===== config.mk =====
export PLATFORM = sky130hd
export DESIGN_NAME = hazard_unit
export DESIGN_NICKNAME = d
export VERILOG_FILES = /design/src/rtl/hazard_unit.sv
export SDC_FILE = /design/constraint.sdc
export NUM_CORES = 1
export LEC_CHECK = 0
export ABC_CLOCK_PERIOD_IN_PS = 4760
export CAP_MARGIN = 0
export CORE_MARGIN = 3
export CORE_UTILIZATION = 40
export DETAILED_ROUTE_END_ITERATION = 10
export PLACE_DENSITY_LB_ADDON = 0.1
export SETUP_SLACK_MARGIN = 0.15
export SYNTH_ARGS = -nofsm -noshare
export SYNTH_HDL_FRONTEND = slang
export SYNTH_SLANG_ARGS = --single-unit

===== constraint.sdc =====
create_clock -name CLK -period 4.76 [get_ports CLK]
set_input_delay 1.428 -clock CLK [delete_from_list [all_inputs] [get_ports CLK]]
set_output_delay 1.428 -clock CLK [all_outputs]
set_load 0.01 [all_outputs]

===== src/rtl/hazard_unit.sv =====
// hazard_unit: stall/flush and operand-forwarding control for the 5-stage core.
//
// Keeps a shadow copy of the Memory- and Writeback-stage destination info,
// so only Execute- and Decode-side inputs are needed.
//
// Optional feature: define HAZARD_PERF_CNT_EN to add the LdStallCnt/FlushCnt
// performance counters. Without it neither port nor counter logic exists.
//
// Ports:
//   CLK, RST_N           clock, synchronous active-low reset
//   RA1D, RA2D           Decode source registers
//   RA1E, RA2E, WA3E     Execute source/destination registers
//   RegWriteE, MemtoRegE Execute writes a register / is a load
//   PCSrcD, PCSrcE       Decode / Execute instruction writes the PC
//   BranchTakenE         conditional branch resolved taken in Execute
//   StallF, StallD       hold fetch PC / Fetch-Decode register
//   FlushD, FlushE       clear Fetch-Decode / Decode-Execute register
//   ForwardAE, ForwardBE operand select: 00 regfile, 01 WB result, 10 MEM ALU result
//   LdStallCnt, FlushCnt (HAZARD_PERF_CNT_EN only) event counters
module hazard_unit #(
    parameter int unsigned RBITS = 4
) (
    input  logic             CLK,
    input  logic             RST_N,
    input  logic [RBITS-1:0] RA1D,
    input  logic [RBITS-1:0] RA2D,
    input  logic [RBITS-1:0] RA1E,
    input  logic [RBITS-1:0] RA2E,
    input  logic [RBITS-1:0] WA3E,
    input  logic             RegWriteE,
    input  logic             MemtoRegE,
    input  logic             PCSrcD,
    input  logic             PCSrcE,
    input  logic             BranchTakenE,
    output logic             StallF,
    output logic             StallD,
    output logic             FlushD,
    output logic             FlushE,
    output logic [1:0]       ForwardAE,
    output logic [1:0]       ForwardBE
`ifdef HAZARD_PERF_CNT_EN
    ,
    output logic [31:0]      LdStallCnt,
    output logic [31:0]      FlushCnt
`endif
);

    localparam logic [RBITS-1:0] PC_REG = RBITS'(15);

    localparam logic [1:0] FWD_RF  = 2'b00;
    localparam logic [1:0] FWD_WB  = 2'b01;
    localparam logic [1:0] FWD_MEM = 2'b10;

    // Shadow Memory/Writeback stage info
    logic [RBITS-1:0] wa3_m;
    logic             reg_write_m;
    logic             mem_to_reg_m;
    logic             pc_src_m;
    logic [RBITS-1:0] wa3_w;
    logic             reg_write_w;
    logic             pc_src_w;

    logic ldr_stall;
    logic pc_wr_pend;

    // Shadow pipeline advances every cycle; E onward never stalls.
    always_ff @(posedge CLK) begin
        if (!RST_N) begin
            wa3_m        <= '0;
            reg_write_m  <= 1'b0;
            mem_to_reg_m <= 1'b0;
            pc_src_m     <= 1'b0;
            wa3_w        <= '0;
            reg_write_w  <= 1'b0;
            pc_src_w     <= 1'b0;
        end else begin
            wa3_m        <= WA3E;
            reg_write_m  <= RegWriteE;
            mem_to_reg_m <= MemtoRegE;
            pc_src_m     <= PCSrcE;
            wa3_w        <= wa3_m;
            reg_write_w  <= reg_write_m;
            pc_src_w     <= pc_src_m;
        end
    end

    // Forward select for one Execute source; the PC operand is never forwarded.
    function automatic logic [1:0] fwd_sel(
        input logic [RBITS-1:0] ra,
        input logic [RBITS-1:0] wa_m,
        input logic             rw_m,
        input logic [RBITS-1:0] wa_w,
        input logic             rw_w
    );
        logic [1:0] sel;
        sel = FWD_RF;
        if (ra != PC_REG) begin
            if (rw_m && (ra == wa_m)) begin
                sel = FWD_MEM;
            end else if (rw_w && (ra == wa_w)) begin
                sel = FWD_WB;
            end
        end
        return sel;
    endfunction

    // Hazard detection and output equations; reset forces a flushed, unstalled pipe.
    always_comb begin
        ldr_stall  = 1'b0;
        pc_wr_pend = 1'b0;
        StallF     = 1'b0;
        StallD     = 1'b0;
        FlushD     = 1'b0;
        FlushE     = 1'b0;
        ForwardAE  = FWD_RF;
        ForwardBE  = FWD_RF;

        ldr_stall  = MemtoRegE && RegWriteE && (WA3E != PC_REG) &&
                     ((RA1D == WA3E) || (RA2D == WA3E));
        pc_wr_pend = PCSrcD || PCSrcE || pc_src_m;

        if (!RST_N) begin
            FlushD = 1'b1;
            FlushE = 1'b1;
        end else begin
            StallF    = ldr_stall || pc_wr_pend;
            StallD    = ldr_stall;
            FlushD    = pc_wr_pend || pc_src_w || BranchTakenE;
            FlushE    = ldr_stall || BranchTakenE;
            ForwardAE = fwd_sel(RA1E, wa3_m, reg_write_m, wa3_w, reg_write_w);
            ForwardBE = fwd_sel(RA2E, wa3_m, reg_write_m, wa3_w, reg_write_w);
        end
    end

`ifdef HAZARD_PERF_CNT_EN
    // Event counters, wrapping naturally at 2^32.
    always_ff @(posedge CLK) begin
        if (!RST_N) begin
            LdStallCnt <= '0;
            FlushCnt   <= '0;
        end else begin
            if (ldr_stall) begin
                LdStallCnt <= LdStallCnt + 32'd1;
            end
            if (BranchTakenE || pc_src_w) begin
                FlushCnt <= FlushCnt + 32'd1;
            end
        end
    end
`else
    // mem_to_reg_m is kept for shadow completeness; fold it into a harmless sink.
    logic unused_ok;
    assign unused_ok = mem_to_reg_m;
`endif

endmodule


==> results.cfg <==
[outcome]
run_status = finished, final reports clean

[grt]
grt_overflow_total = 0
grt_max_degree = 11
antenna_found_initial = 0
first_global_vias = 657
grt_first_pass_wirelength_um = 2700
grt_use_total = 0.175

[yosys]
synth-edff-count = 0
yosysTopAreaCellShare = 0.340
async_flop_share = 0
leading_cell_type_by_number_of_instances_after_synthesis = sky130_fd_sc_hd__xor2_1
synth_seq_area_share = 0.340
synth-warning-count = 0
synth_top_cells_by_count = 14 x sky130_fd_sc_hd__xor2_1, 12 x sky130_fd_sc_hd__and2_1, 12 x sky130_fd_sc_hd__dfxtp_1, 8 x sky130_fd_sc_hd__xnor2_1
synth.cell_area_um2 = 707
synth_nets = 105
synth_cells = 78
synth_cell_types = 19
synthTopCellsByArea = sky130_fd_sc_hd__dfxtp_1 34%, sky130_fd_sc_hd__xor2_1 17%, sky130_fd_sc_hd__and2_1 11%, sky130_fd_sc_hd__xnor2_1 9.9%, sky130_fd_sc_hd__nand4_1 4.4%
synth.largest_area_cell = sky130_fd_sc_hd__dfxtp_1
yosys_most_used_dff = sky130_fd_sc_hd__dfxtp_1
post_synth.cell_area_avg_um2 = 9.06
synth.ff_latch_count = 12

[cts]
cts_inserted_buffers = 3
worst_skew_pair.late_latency_ns = 0.27
clock_pin_slew_on_the_worst_setup_and_hold_paths_ns = 0.08
max-clock-path-buffers = 2
h-tree-depth = 1
clock-root-buffer = sky130_fd_sc_hd__clkbuf_4
cts_sinks = 12
cts_tree = yes

[layout]
design.final.nets = 148
drive_gt1_frac = 0.142
n_antenna_cell = 0
final_cells = 136
area.growth.synth_to_final_pct = 63.7

[timing]
worst_pin_slew_ns = 0.258
finalWorstPathRequiredPeriod_ns = 4.48
max-slew-margin-rel = 0.827
rsz_0062_raised_after_global_routing = no
worst_clock_skew_ns = 0.00972
layout_worst_path_cycle_share = 0.941
report.final.setup_viol = 0
timing.final.max_slew_violations = 0
finalHoldViolations = 0
setup_tns_final_ns = 0
max_freq_ghz = 0.223

[setup_path]
element_type_at_the_critical_path_end = output port
critPathMaxFanout = 4
worstPathRequired_ns = 3.33
slowest_cell_on_the_critical_path = sky130_fd_sc_hd__clkdlybuf4s50_1
crit_buf_inv = 3
worst_ep_arrival_time_ns = 3.05
worstSetupPathType = primary input to output port
worst_path_largest_cell_delay_ns = 0.48
critical-path-top-delay-family = buffers and inverters
timing.critical_path.cells = clkdlybuf4s50_1 -> xor2_1 -> nor4_2 -> o2111ai_2 -> buf_4 -> a21oi_2 -> dlygate4sd2_1
start_kind = primary input

[route]
drtPass1Iterations = 1
drc = 0
post_dr_wirelength_cell_um = 12.6
detailroute.via_count = 687
vias_per_cell = 5.05
detail_route.wirelength_um = 1720
antenna_left = 0
drt_iter0_drc = 0

[die]
die_area_um2 = 2310
initial_core_util = 0.448
die_h_um = 48.0
placement_rows = 14
design.portCount = 35
core-area_um2 = 1580
die_x_um = 48.0

[placed_design]
gp_routability_congestion = 0.795
numPortBuffers = 34
place.detailed.hpwl_um = 1440
dpl.cell_count = 131

[power]
power.leakage_nw = 0.493
vdd_ir_drop_max_uv = 121
pwr_density_cell_nw_per_um2 = 215

[worst_hold_path]
min-delay-path-class = flop to flop

[job]
max_cap_viol_count = 0
## cells by family after synthesis
| family | Yosys count | synth area share |
|---|---|---|
| AOI/OAI and AO/OA | 4 | 0.0513 |
| buffers and inverters | 2 | 0.0106 |
| xor gates and xnor gates | 22 | 0.273 |
| DFF | 12 | 0.340 |
| and+or+nand+nor | 38 | 0.326 |
## timing repair
| action | CTS | global route |
|---|---|---|
| pin swaps | 3 | 3 |
| hold buffers | 0 | 0 |
| buffers inserted | 1 | 0 |
| resized for setup | 7 | 5 |
| setup endpoints to repair | 5 | 5 |
## per-layer routing
layer / vias to the layer above / track usage / wire (um)
met5: - / 0 / 0
met4: 0 / 0.113 / 42
met3: 4 / 0.0338 / 115
met2: 30 / 0.290 / 866
met1: 302 / 0.203 / 693
li1: 351 / - / -
## flip-flops by register name, indices dropped and copies added (netlist names)
| signal | cells |
|---|---|
| pc_src_m | 1 |
| pc_src_w | 1 |
| reg_write_m | 1 |
| reg_write_w | 1 |
| wa3_m | 4 |
| wa3_w | 4 |
## layout by cell type (no fill, tap or decap)
cell type                         instances
sky130_fd_sc_hd__a21oi_2                  1
sky130_fd_sc_hd__buf_4                    5
sky130_fd_sc_hd__clkbuf_4                 3
sky130_fd_sc_hd__or4b_1                   1
sky130_fd_sc_hd__nor2_1                   5
sky130_fd_sc_hd__a31oi_1                  2
sky130_fd_sc_hd__dlymetal6s2s_1           3
sky130_fd_sc_hd__o2111ai_2                1
sky130_fd_sc_hd__clkbuf_8                 1
sky130_fd_sc_hd__dlygate4sd2_1            4
sky130_fd_sc_hd__xor2_1                  14
sky130_fd_sc_hd__clkdlybuf4s15_1          1
sky130_fd_sc_hd__xnor2_1                  8
sky130_fd_sc_hd__dfxtp_1                 12
sky130_fd_sc_hd__and2_1                  12
sky130_fd_sc_hd__and3_1                   2
sky130_fd_sc_hd__and2_2                   1
sky130_fd_sc_hd__nand4_1                  5
sky130_fd_sc_hd__inv_1                    1
sky130_fd_sc_hd__nor4_2                   4
sky130_fd_sc_hd__nor3_2                   1
sky130_fd_sc_hd__nor3_1                   2
sky130_fd_sc_hd__nand3b_1                 1
sky130_fd_sc_hd__clkdlybuf4s50_1         26
sky130_fd_sc_hd__nand2_1                  4
## stage by stage
step	hold slack [ns]	cell area, um2	utilization	power (mW)	setup slack, ns
2_1_floorplan	0.436	707	-	0.135	1.10
3_3_place_gp	0.447	1090	0.694	0.172	0.0600
3_5_place_dp	0.459	1090	0.694	0.173	0.00698
4_1_cts	0.477	1140	0.725	0.251	0.180
5_1_grt	0.529	1160	0.734	0.263	0.158
6_report	0.498	1160	0.734	0.249	0.281
## cell type report
type                    count  area [um2]
well taps                  16        20.0
flip-flops and latches     12         240
inverters                   1        3.75
repair buffers             39         380
fillers                   132         419
clock buffers               4        36.3
multi-input cells          64         477
## path summary, 6_finish.rpt
kind	from	to	slack, ns	depth (start not counted)
setup / recovery	WA3E[3]	StallF	0.28	7
hold / removal	pc_src_m	pc_src_w	0.50	1
setup reg to reg	wa3_m[2]	wa3_w[2]	4.17	1
hold reg to reg	pc_src_m	pc_src_w	0.50	1
## power breakdown
group	switching [mW]	internal, mW	leakage, nW
Clock	0.0318	0.0464	0.0210
Sequential	0.00406	0.105	0.0993
Combinational	0.0247	0.0369	0.372
Note: power is estimated with default switching activity, not from simulation.
